<file path="config.mk">
export PLATFORM = sky130hd
export DESIGN_NAME = fft_sample_loader
export DESIGN_NICKNAME = d
export VERILOG_FILES = /design/src/rtl/fft_sample_loader.sv
export SDC_FILE = /design/constraint.sdc
export NUM_CORES = 1
export LEC_CHECK = 0
export ABC_AREA = 1
export ABC_CLOCK_PERIOD_IN_PS = 3980
export CORE_MARGIN = 5
export CORE_UTILIZATION = 43
export CTS_BUF_LIST = sky130_fd_sc_hd__clkbuf_2 sky130_fd_sc_hd__clkbuf_4 sky130_fd_sc_hd__clkbuf_8
export CTS_CLUSTER_SIZE = 10
export DETAILED_ROUTE_END_ITERATION = 12
export PLACE_DENSITY = 0.62
export SLEW_MARGIN = 20
export SYNTH_ARGS = -nofsm -noshare
export SYNTH_HDL_FRONTEND = slang
export SYNTH_SLANG_ARGS = --single-unit
</file>
<file path="constraint.sdc">
create_clock -name clock -period 3.98 [get_ports clock]
set_input_delay 1.194 -clock clock [delete_from_list [all_inputs] [get_ports clock]]
set_output_delay 1.194 -clock clock [all_outputs]
set_load 0.05 [all_outputs]
</file>
<file path="src/rtl/fft_sample_loader.sv">
// fft_sample_loader: collects complex samples into 8-slot frames and holds each frame stable for an 8-point FFT core
//
// Ports:
//   clock        sole clock, all state updates on its rising edge
//   reset        synchronous active-high reset
//   in_valid     upstream sample valid
//   in_ready     loader can accept a sample this cycle
//   in_re/in_im  signed 16-bit sample, real / imaginary
//   in_last      final sample of a short frame (remaining slots zero-padded)
//   frame_re/im  eight 16-bit slots, slot k at bits [127-16k -: 16] (xin1..xin8 / yin1..yin8)
//   frame_valid  frame_re/frame_im hold a launched frame
//   frame_start  one-cycle pulse on the first cycle of each launched frame
//   frame_done   one-cycle pulse on the last hold cycle of each frame
//   frame_count  frames launched since reset, modulo 256
module fft_sample_loader #(
    parameter int HOLD_CYCLES = 8
) (
    input  logic         clock,
    input  logic         reset,
    input  logic         in_valid,
    output logic         in_ready,
    input  logic [15:0]  in_re,
    input  logic [15:0]  in_im,
    input  logic         in_last,
    output logic [127:0] frame_re,
    output logic [127:0] frame_im,
    output logic         frame_valid,
    output logic         frame_start,
    output logic         frame_done,
    output logic [7:0]   frame_count
);

    localparam logic [7:0] HC_LAST = 8'(HOLD_CYCLES - 1);

    typedef enum logic {IDLE, HOLD} state_t;

    state_t       state_q, state_d;
    logic [7:0]   hc_q, hc_d;
    logic [3:0]   fill_q, fill_d;
    logic [15:0]  slot_re_q [8];
    logic [15:0]  slot_re_d [8];
    logic [15:0]  slot_im_q [8];
    logic [15:0]  slot_im_d [8];
    logic [127:0] frame_re_q, frame_re_d;
    logic [127:0] frame_im_q, frame_im_d;
    logic         frame_start_q, frame_start_d;
    logic [7:0]   frame_count_q, frame_count_d;
    logic         full, accept, hold_last, launch;

    // A full buffer is what blocks input, so accept and launch never share an edge.
    always_comb begin
        full      = fill_q == 4'd8;
        in_ready  = !reset && !full;
        accept    = in_valid && in_ready;
        hold_last = state_q == HOLD && hc_q == HC_LAST;
        launch    = full && (state_q == IDLE || hold_last);
    end

    // Collect buffer: in_last on slot i<7 zero-fills the tail and marks the buffer full.
    always_comb begin
        fill_d    = fill_q;
        slot_re_d = slot_re_q;
        slot_im_d = slot_im_q;
        if (launch) begin
            fill_d = 4'd0;
        end else if (accept) begin
            fill_d = in_last ? 4'd8 : fill_q + 4'd1;
            for (int i = 0; i < 8; i++) begin
                if (4'(i) == fill_q) begin
                    slot_re_d[i] = in_re;
                    slot_im_d[i] = in_im;
                end else if (in_last && 4'(i) > fill_q) begin
                    slot_re_d[i] = 16'h0000;
                    slot_im_d[i] = 16'h0000;
                end
            end
        end
    end

    // Output register pair changes only on a launch edge.
    always_comb begin
        frame_re_d    = frame_re_q;
        frame_im_d    = frame_im_q;
        frame_start_d = launch;
        frame_count_d = launch ? frame_count_q + 8'd1 : frame_count_q;
        if (launch) begin
            for (int i = 0; i < 8; i++) begin
                frame_re_d[127-16*i -: 16] = slot_re_q[i];
                frame_im_d[127-16*i -: 16] = slot_im_q[i];
            end
        end
    end

    // Output FSM: next state
    always_comb begin
        state_d = launch ? HOLD : hold_last ? IDLE : state_q;
        hc_d    = (launch || state_q == IDLE) ? 8'd0 : hc_q + 8'd1;
    end

    // Output FSM: state register plus datapath flops
    always_ff @(posedge clock) begin
        if (reset) begin
            state_q       <= IDLE;
            hc_q          <= 8'd0;
            fill_q        <= 4'd0;
            frame_re_q    <= '0;
            frame_im_q    <= '0;
            frame_start_q <= 1'b0;
            frame_count_q <= 8'd0;
            for (int i = 0; i < 8; i++) begin
                slot_re_q[i] <= 16'h0000;
                slot_im_q[i] <= 16'h0000;
            end
        end else begin
            state_q       <= state_d;
            hc_q          <= hc_d;
            fill_q        <= fill_d;
            frame_re_q    <= frame_re_d;
            frame_im_q    <= frame_im_d;
            frame_start_q <= frame_start_d;
            frame_count_q <= frame_count_d;
            slot_re_q     <= slot_re_d;
            slot_im_q     <= slot_im_d;
        end
    end

    // Output FSM: outputs
    always_comb begin
        frame_valid = state_q == HOLD;
        frame_done  = hold_last;
        frame_start = frame_start_q;
        frame_count = frame_count_q;
        frame_re    = frame_re_q;
        frame_im    = frame_im_q;
    end

endmodule

</file>
==> results of run 1 <==
## power groups by stage
stage / Combinational, W / Sequential, W / Clock [W]
global placement: 0.000654 / 0.00562 / 0
detailed placement: 0.000662 / 0.00563 / 0
finish: 0.000667 / 0.00551 / 0.00484
CTS: 0.000663 / 0.00551 / 0.00498
global route: 0.000731 / 0.00552 / 0.00523
floorplan: 0.000365 / 0.00566 / 0
## layout by cell type (no fill, tap or decap), drive strengths merged
cell,n
nand2,898
dfxtp,534
nor2,303
clkdlybuf4s50,301
nand3,277
a21oi,164
clkbuf,141
o21ai,136
inv,53
buf,30
clkinv,7
ha,6
xnor2,5
xor2,4
diode,1
nor3b,1
nand4,1
or2,1
o21bai,1
nor3,1
bufinv,1
## cell type report
class,instances,area share [%]
Sequential cell,534,43.8
Clock inverter,7,0.246
Clock buffer,141,7.00
Antenna cell,1,0.0102
Inverter,54,0.861
Tap cell,592,3.03
Multi-Input combinational cell,1798,31.5
Timing Repair Buffer,331,13.6
## cell families after synthesis
kind of cell / after synthesis / share of synthesized area (%)
AND/OR/NAND/NOR: 1482 / 30.8
XOR/XNOR: 9 / 0.408
flip-flops: 534 / 55.3
adder cells (fa/ha/maj): 6 / 0.388
AO/OA/AOI/OAI: 301 / 7.86
buffers and inverters: 230 / 5.27
## critical path: cells and delay by family, from the launching register on
family                   cells  cell delay [ns]
adder cells (fa/ha/maj)      1             0.21
buffers and inverters        1             0.90
AND/OR/NAND/NOR              2             0.61
flip-flops                   1             0.35
## worst max path at each step
| stage | from | endpoint | slack (ns) |
|---|---|---|---|
| finish | hc_q[0] | frame_done | 0.09 |
| global route | hc_q[0] | frame_done | 0.01 |
| CTS | hc_q[0] | frame_done | 0.04 |
| detailed placement | in_valid | slot_im_q[15] | 0.70 |
| global placement | in_valid | slot_im_q[10] | 0.78 |
| floorplan | reset | in_ready | 0.54 |
## stage by stage
step                total power (W)  hold WS [ns]  utilization [%]  std cells
global route                 0.0115         0.461             55.1       3457
detailed placement          0.00629         0.426             51.0       3308
floorplan                   0.00603         0.412                -       2562
global placement            0.00628         0.422             51.0       3308
finish                       0.0110         0.438             55.1       3458
CTS                          0.0112         0.441             55.0       3456
## sequential cells by signal, indices dropped and copies added (netlist names)
signal,flops
hc_q,8
slot_im_q,128
fill_q,4
frame_im,128
frame_count,8
frame_start,1
frame_re,128
frame_valid,1
slot_re_q,128
## metal layers
metal	wire length, um	share of wire [%]
met1	26300	44
met2	27100	45
met3	4200	7.0
met4	1910	3.2
met5	20	0.034
==> impl_summary.txt, run 1 <==
----------------------------------------------------
[Worst setup path]
  Slowest stage cell on the critical path ... clkdlybuf4s50_1
  Largest stage delay, worst path ... 0.90 ns
  CP Capture Type ... output port
  Data arrival time at the worst-slack endpoint ... 2.69 ns
  Startpoint class of the critical path ... flip-flop
  Capture instance of the worst register-to-register path ... frame_re[15]
  Depth of the most critical reg-to-reg path ... 9
  Chain of cells forming the critical path ... ha_1, nand3_1, nor3b_1, clkdlybuf4s50_1
  Class of the most critical setup path ... reg -> out
  Required arrival time at the worst endpoint ... 2.79 ns
  R2R Setup Slk ... 1.33 ns
  Crit path max fanout ... 3
  Reg2Reg Launch Point ... fill_q[0]

[STA]
  RSZ-0062 raised after global routing ... false
  Fmax achieved ... 0.257 GHz
  PnR worst setup slack ... 0.0948 ns
  Tightest Pin Transition ... 0.967 ns
  Setup Total Neg Slack ... 0 ns
  Number of failing hold endpoints at the final stage ... 0
  Min cycle time layout ... 3.89 ns
  Total setup violations reported at the end of the flow ... 0
  Number of max-slew violations in the final report ... 0
  Post-route fraction of the period consumed by the critical path ... 97.6%
  Clk_skew ... 0.0162 ns
  Max-slew headroom ... 35.5%

[Pwr]
  Power share of the combinational group ... 6.0%
  Clock share of power ... 43.9%
  Leakage power ... 10.3 nW
  Net switching fraction of the power ... 24.0%
  Internal portion of total power ... 0.00838 W
  Portion of total power attributed to sequential cells ... 50.0%
  Net switching component of the power ... 0.00264 W
  Worst IR Drop VDD ... 0.322 mV
  Power per cell area ... 451 nW/um2

[Die]
  Starting Density ... 43.6%
  Die Outline Area ... 49,300 um2
  Die Y ... 222 um
  # IOs ... 304
  Core footprint ... 44,300 um2
  Horizontal die dimension ... 222 um
  Row Count ... 77

[Global route]
  Pin count of the biggest net entering global routing ... 267
  Global route hottest layer ... met2
  Met1 Use GR ... 31.2%
  Global-route wire length before repair ... 93.4 mm
  Global routing met2 resource utilization ... 36.7%
  Global-route congestion overflow total ... 0
  Vias in the first global route ... 16,734
  Met3 layer usage reported by global route ... 5.15%
  Global-route usage over all layers ... 23.2%
  Antenna violations before repair ... 1

[Synthesis]
  Mean Syn Cell Area ... 7.55 um2
  Warnings, synthesis ... 0
  Share of synthesized area occupied by flip-flops and latches ... 55.3%
  Cell with the most instances after synthesis ... nand2_1
  Dominant cell type by area after synthesis ... dfxtp_1
  Leading post-synthesis cells by instance count ... nand2_1, dfxtp_1, nor2_1
  FFs w/ async S/R, synth ... 0%
  Predominant post-synthesis flop cell ... dfxtp_1
  Number of library cell types mapped by synthesis ... 27
  Top-area cell type share of the netlist area ... 55.3%
  Cells after synthesis ... 2,562
  Post-synthesis instance area ... 19,300 um2
  Synth Register Bits ... 534
  Post-synthesis net count ... 2,604
  Number of enable flip-flop cells after synthesis ... 0
  Top post-synthesis cells by area ... dfxtp_1, nand2_1, nand3_1, nor2_1, a21oi_1

[CTS]
  CTS-repair resized insts ... 0
  Buffer depth of the longest clock path ... 3
  Root buf cell ... clkbuf_8
  Hold-fix buffer count after cts ... 0
  Clock-pin slew on the worst setup and hold paths ... 0.06 ns
  Clock sink count ... 534
  Source-to-sink clock delay at the later pin of the worst-skew pair ... 0.63 ns
  Count of buffers added by post-CTS timing repair for setup ... 0
  Number of levels the H-tree was split into ... 3
  CTS tree ... done
  TritonCTS Buffers ... 87

[Finish]
  Layout-stage area growth over the synthesis result ... 26.3%
  Total Nets Final ... 2,848
  Share of final-layout standard cells stronger than drive strength 1 ... 6.98%
  Filler cell count ... 4,257
  Area taken by flip-flops and latches ... 10,700 um2
  Total area of multi-input combinational cells ... 7690 um2
  Final cell area excluding filler cells ... 24,400 um2

[Run status]
  Run status ... complete, no violations

[Detailed routing]
  Average routed wire per standard cell ... 17.2 um
  Total DRC errors in the routed layout ... 0
  Avg Vias per Cell ... 5.05
  Remaining antenna violation count after routing ... 0
  Via count ... 17,458
  Total Wirelength ... 59.5 mm
  First drt pass iteration count ... 5
  Drt initial violations ... 1,438

[Placement]
  Port buffer count ... 303
  Post-placement setup slack ... 0.703 ns
  Placed Area ... 22,600 um2
  Global placer's final weighted congestion ... 0.799
  HPWL after detailed placement ... 37.5 mm

[Min path]
  Endpoint of the worst hold path ... frame_im[50]
  Type of the most critical hold path ... reg -> reg
  Hold Startpoint ... slot_im_q[50]
  Count of cells along the worst hold path ... 2

[Flow run]
  Max-cap violations ... 0

----------------------------------------------------
No activity file was read; power rests on OpenSTA's default activity.
==> inputs of run 2 (changes only) <==
--- a/config.mk
+++ b/config.mk
@@ -8,11 +8,11 @@
 export ABC_AREA = 1
 export ABC_CLOCK_PERIOD_IN_PS = 3980
 export CORE_MARGIN = 5
-export CORE_UTILIZATION = 43
+export CORE_UTILIZATION = 30
 export CTS_BUF_LIST = sky130_fd_sc_hd__clkbuf_2 sky130_fd_sc_hd__clkbuf_4 sky130_fd_sc_hd__clkbuf_8
 export CTS_CLUSTER_SIZE = 10
 export DETAILED_ROUTE_END_ITERATION = 12
-export PLACE_DENSITY = 0.62
+export PLACE_DENSITY = 0.46
 export SLEW_MARGIN = 20
 export SYNTH_ARGS = -nofsm -noshare
 export SYNTH_HDL_FRONTEND = slang
==> impl_summary.txt, run 2 (same netlist as run 1, synthesis figures left out) <==
----------------------------------------------------
[Detailed routing]
  Drt initial violations ... 1,022 (-29%)
  First drt pass iteration count ... 5 (unchanged)
  Avg Vias per Cell ... 4.66 (-7.6%)
  Total DRC errors in the routed layout ... 0 (unchanged)
  Average routed wire per standard cell ... 17.9 um (+3.9%)
  Via count ... 17,469 (+0.063%)
  Total Wirelength ... 67.0 mm (+13%)
  Remaining antenna violation count after routing ... 0 (unchanged)

[CTS]
  Clock sink count ... 534 (unchanged)
  Number of levels the H-tree was split into ... 3 (unchanged)
  Clock-pin slew on the worst setup and hold paths ... 0.06 ns (about the same)
  Hold-fix buffer count after cts ... 0 (unchanged)
  Source-to-sink clock delay at the later pin of the worst-skew pair ... 0.69 ns (+0.06 ns)
  Root buf cell ... clkbuf_8
  Count of buffers added by post-CTS timing repair for setup ... 0 (unchanged)
  CTS tree ... done
  Buffer depth of the longest clock path ... 3 (unchanged)
  CTS-repair resized insts ... 0 (unchanged)
  TritonCTS Buffers ... 96 (+10%)

[Run status]
  Run status ... complete, no violations

[STA]
  Setup Total Neg Slack ... 0 ns (unchanged)
  Tightest Pin Transition ... 1.08 ns (+0.112 ns)
  Total setup violations reported at the end of the flow ... 0 (unchanged)
  Post-route fraction of the period consumed by the critical path ... 91.8% (-5.9 points)
  Max-slew headroom ... 28.1% (-7.4 points)
  RSZ-0062 raised after global routing ... false
  Number of failing hold endpoints at the final stage ... 0 (unchanged)
  Min cycle time layout ... 3.65 ns (-0.233 ns)
  Fmax achieved ... 0.274 GHz (+6.4%)
  Number of max-slew violations in the final report ... 0 (unchanged)
  Clk_skew ... 0.0318 ns (+0.0156 ns)

[Worst setup path]
  CP Capture Type ... output port
  Data arrival time at the worst-slack endpoint ... 2.46 ns (-0.23 ns)
  Reg2Reg Launch Point ... hc_q[0]
  Worst setup path startpoint ... fill_q[0]
  Class of the most critical setup path ... reg -> out
  Crit path max fanout ... 8 (+5)
  Required arrival time at the worst endpoint ... 2.79 ns (about the same)
  Startpoint class of the critical path ... flip-flop

[Finish]
  Highest-count cells in the layout ignoring fill and taps ... nand2_1, dfxtp_1, clkdlybuf4s50_1
  Filler cell count ... 6,674 (+57%)
  Share of final-layout standard cells stronger than drive strength 1 ... 7.72% (+0.74 points)
  Layout-stage area growth over the synthesis result ... 29.3%
  Most common cell after layout, fill and taps aside ... nand2_1
  Total Nets Final ... 2,860 (+0.42%)
  Total area of multi-input combinational cells ... 7690 um2 (about the same)
  Area taken by flip-flops and latches ... 10,700 um2 (unchanged)
  Final cell area excluding filler cells ... 25,000 um2 (+2.4%)

[Die]
  Row Count ... 93 (+21%)
  Die Outline Area ... 69,700 um2 (+41%)
  Core footprint ... 64,100 um2 (+45%)
  Starting Density ... 30.2% (-13 points)
  # IOs ... 304 (unchanged)
  Die Y ... 264 um (+19%)
  Horizontal die dimension ... 264 um (+19%)

[Pwr]
  Worst IR Drop VDD ... 0.203 mV (-37%)
  Leakage power ... 10.4 nW (+1.2%)
  Power per cell area ... 463 nW/um2 (+2.7%)

[Min path]
  Type of the most critical hold path ... reg -> reg
  Hold Startpoint ... slot_im_q[101]

[Placement]
  Placed Area ... 23,000 um2 (+1.5%)
  Port buffer count ... 303 (unchanged)
  Global placer's final weighted congestion ... 0.775 (-3.0%)
  HPWL after detailed placement ... 42.4 mm (+13%)

[Global route]
  Global-route usage over all layers ... 18.5% (-4.7 points)
  Vias in the first global route ... 17,215 (+2.9%)
  Global-route congestion overflow total ... 0 (unchanged)
  Global-route wire length before repair ... 103 mm (+10%)
  Pin count of the biggest net entering global routing ... 221 (-17%)
  Antenna violations before repair ... 4 (+3)

[Flow run]
  Max-cap violations ... 0 (unchanged)

----------------------------------------------------
-- run 2: cell types whose count changed in the layout (fill, tap and decap cells not counted), sizes merged, moves of 2 or more --
cell	change
clkbuf	+12
buf	+3
inv	+2
clkinvlp	+6
diode	+2
-- run 2: power by group --
part	internal [W]	switching [W]
logic	0.000171	0.000514
clock network	0.00307	0.00231
registers	0.00545	0.0000620
-- run 2: final cells by class --
type	instances	area share (%)
well taps	855	4.28
repair buffers	334	13.3
multi-input cells	1798	30.8
flip-flops and latches	534	42.8
inverters	54	0.841
diodes	3	0.0300
clock buffers	153	7.57
clock inverters	15	0.500
-- run 2: path summary, 6_finish.rpt --
kind	end	slack, ns	depth (start not counted)
max reg2reg	frame_re[88]	1.00	8
max	in_ready	0.33	7
min	frame_im[101]	0.42	2
min reg2reg	frame_im[101]	0.42	2
-- run 2: stage by stage --
stage / util, % / total power, W / hold slack [ns] / std cells / setup WS, ns
finish: 39.0 / 0.0116 / 0.417 / 3746 / 0.328
global route: 39.0 / 0.0121 / 0.440 / 3744 / 0.124
CTS: 39.0 / 0.0118 / 0.429 / 3743 / 0.149
detailed placement: 35.8 / 0.00632 / 0.429 / 3575 / 0.593
global placement: 35.8 / 0.00632 / 0.424 / 3575 / 0.670
floorplan: - / 0.00603 / 0.412 / 2562 / 0.542
-- run 2: per-layer routing --
| metal | share of wire [%] | global-route usage (%) | wire length (um) |
|---|---|---|---|
| met3 | 5.5 | 4.11 | 3710 |
| met4 | 2.8 | 6.43 | 1860 |
| met1 | 45 | 24.5 | 30200 |
| met2 | 47 | 30.1 | 31200 |
| met5 | 0 | 0 | 0 |
-- run 2: critical path, stage by stage (launching register included) --
cell,delay (ns)
dfxtp_1,0.40
inv_1,0.18
ha_1,0.29
nand2_1,0.10
nor2_2,0.03
buf_4,0.20
nor2_1,0.38
buf_12,0.20
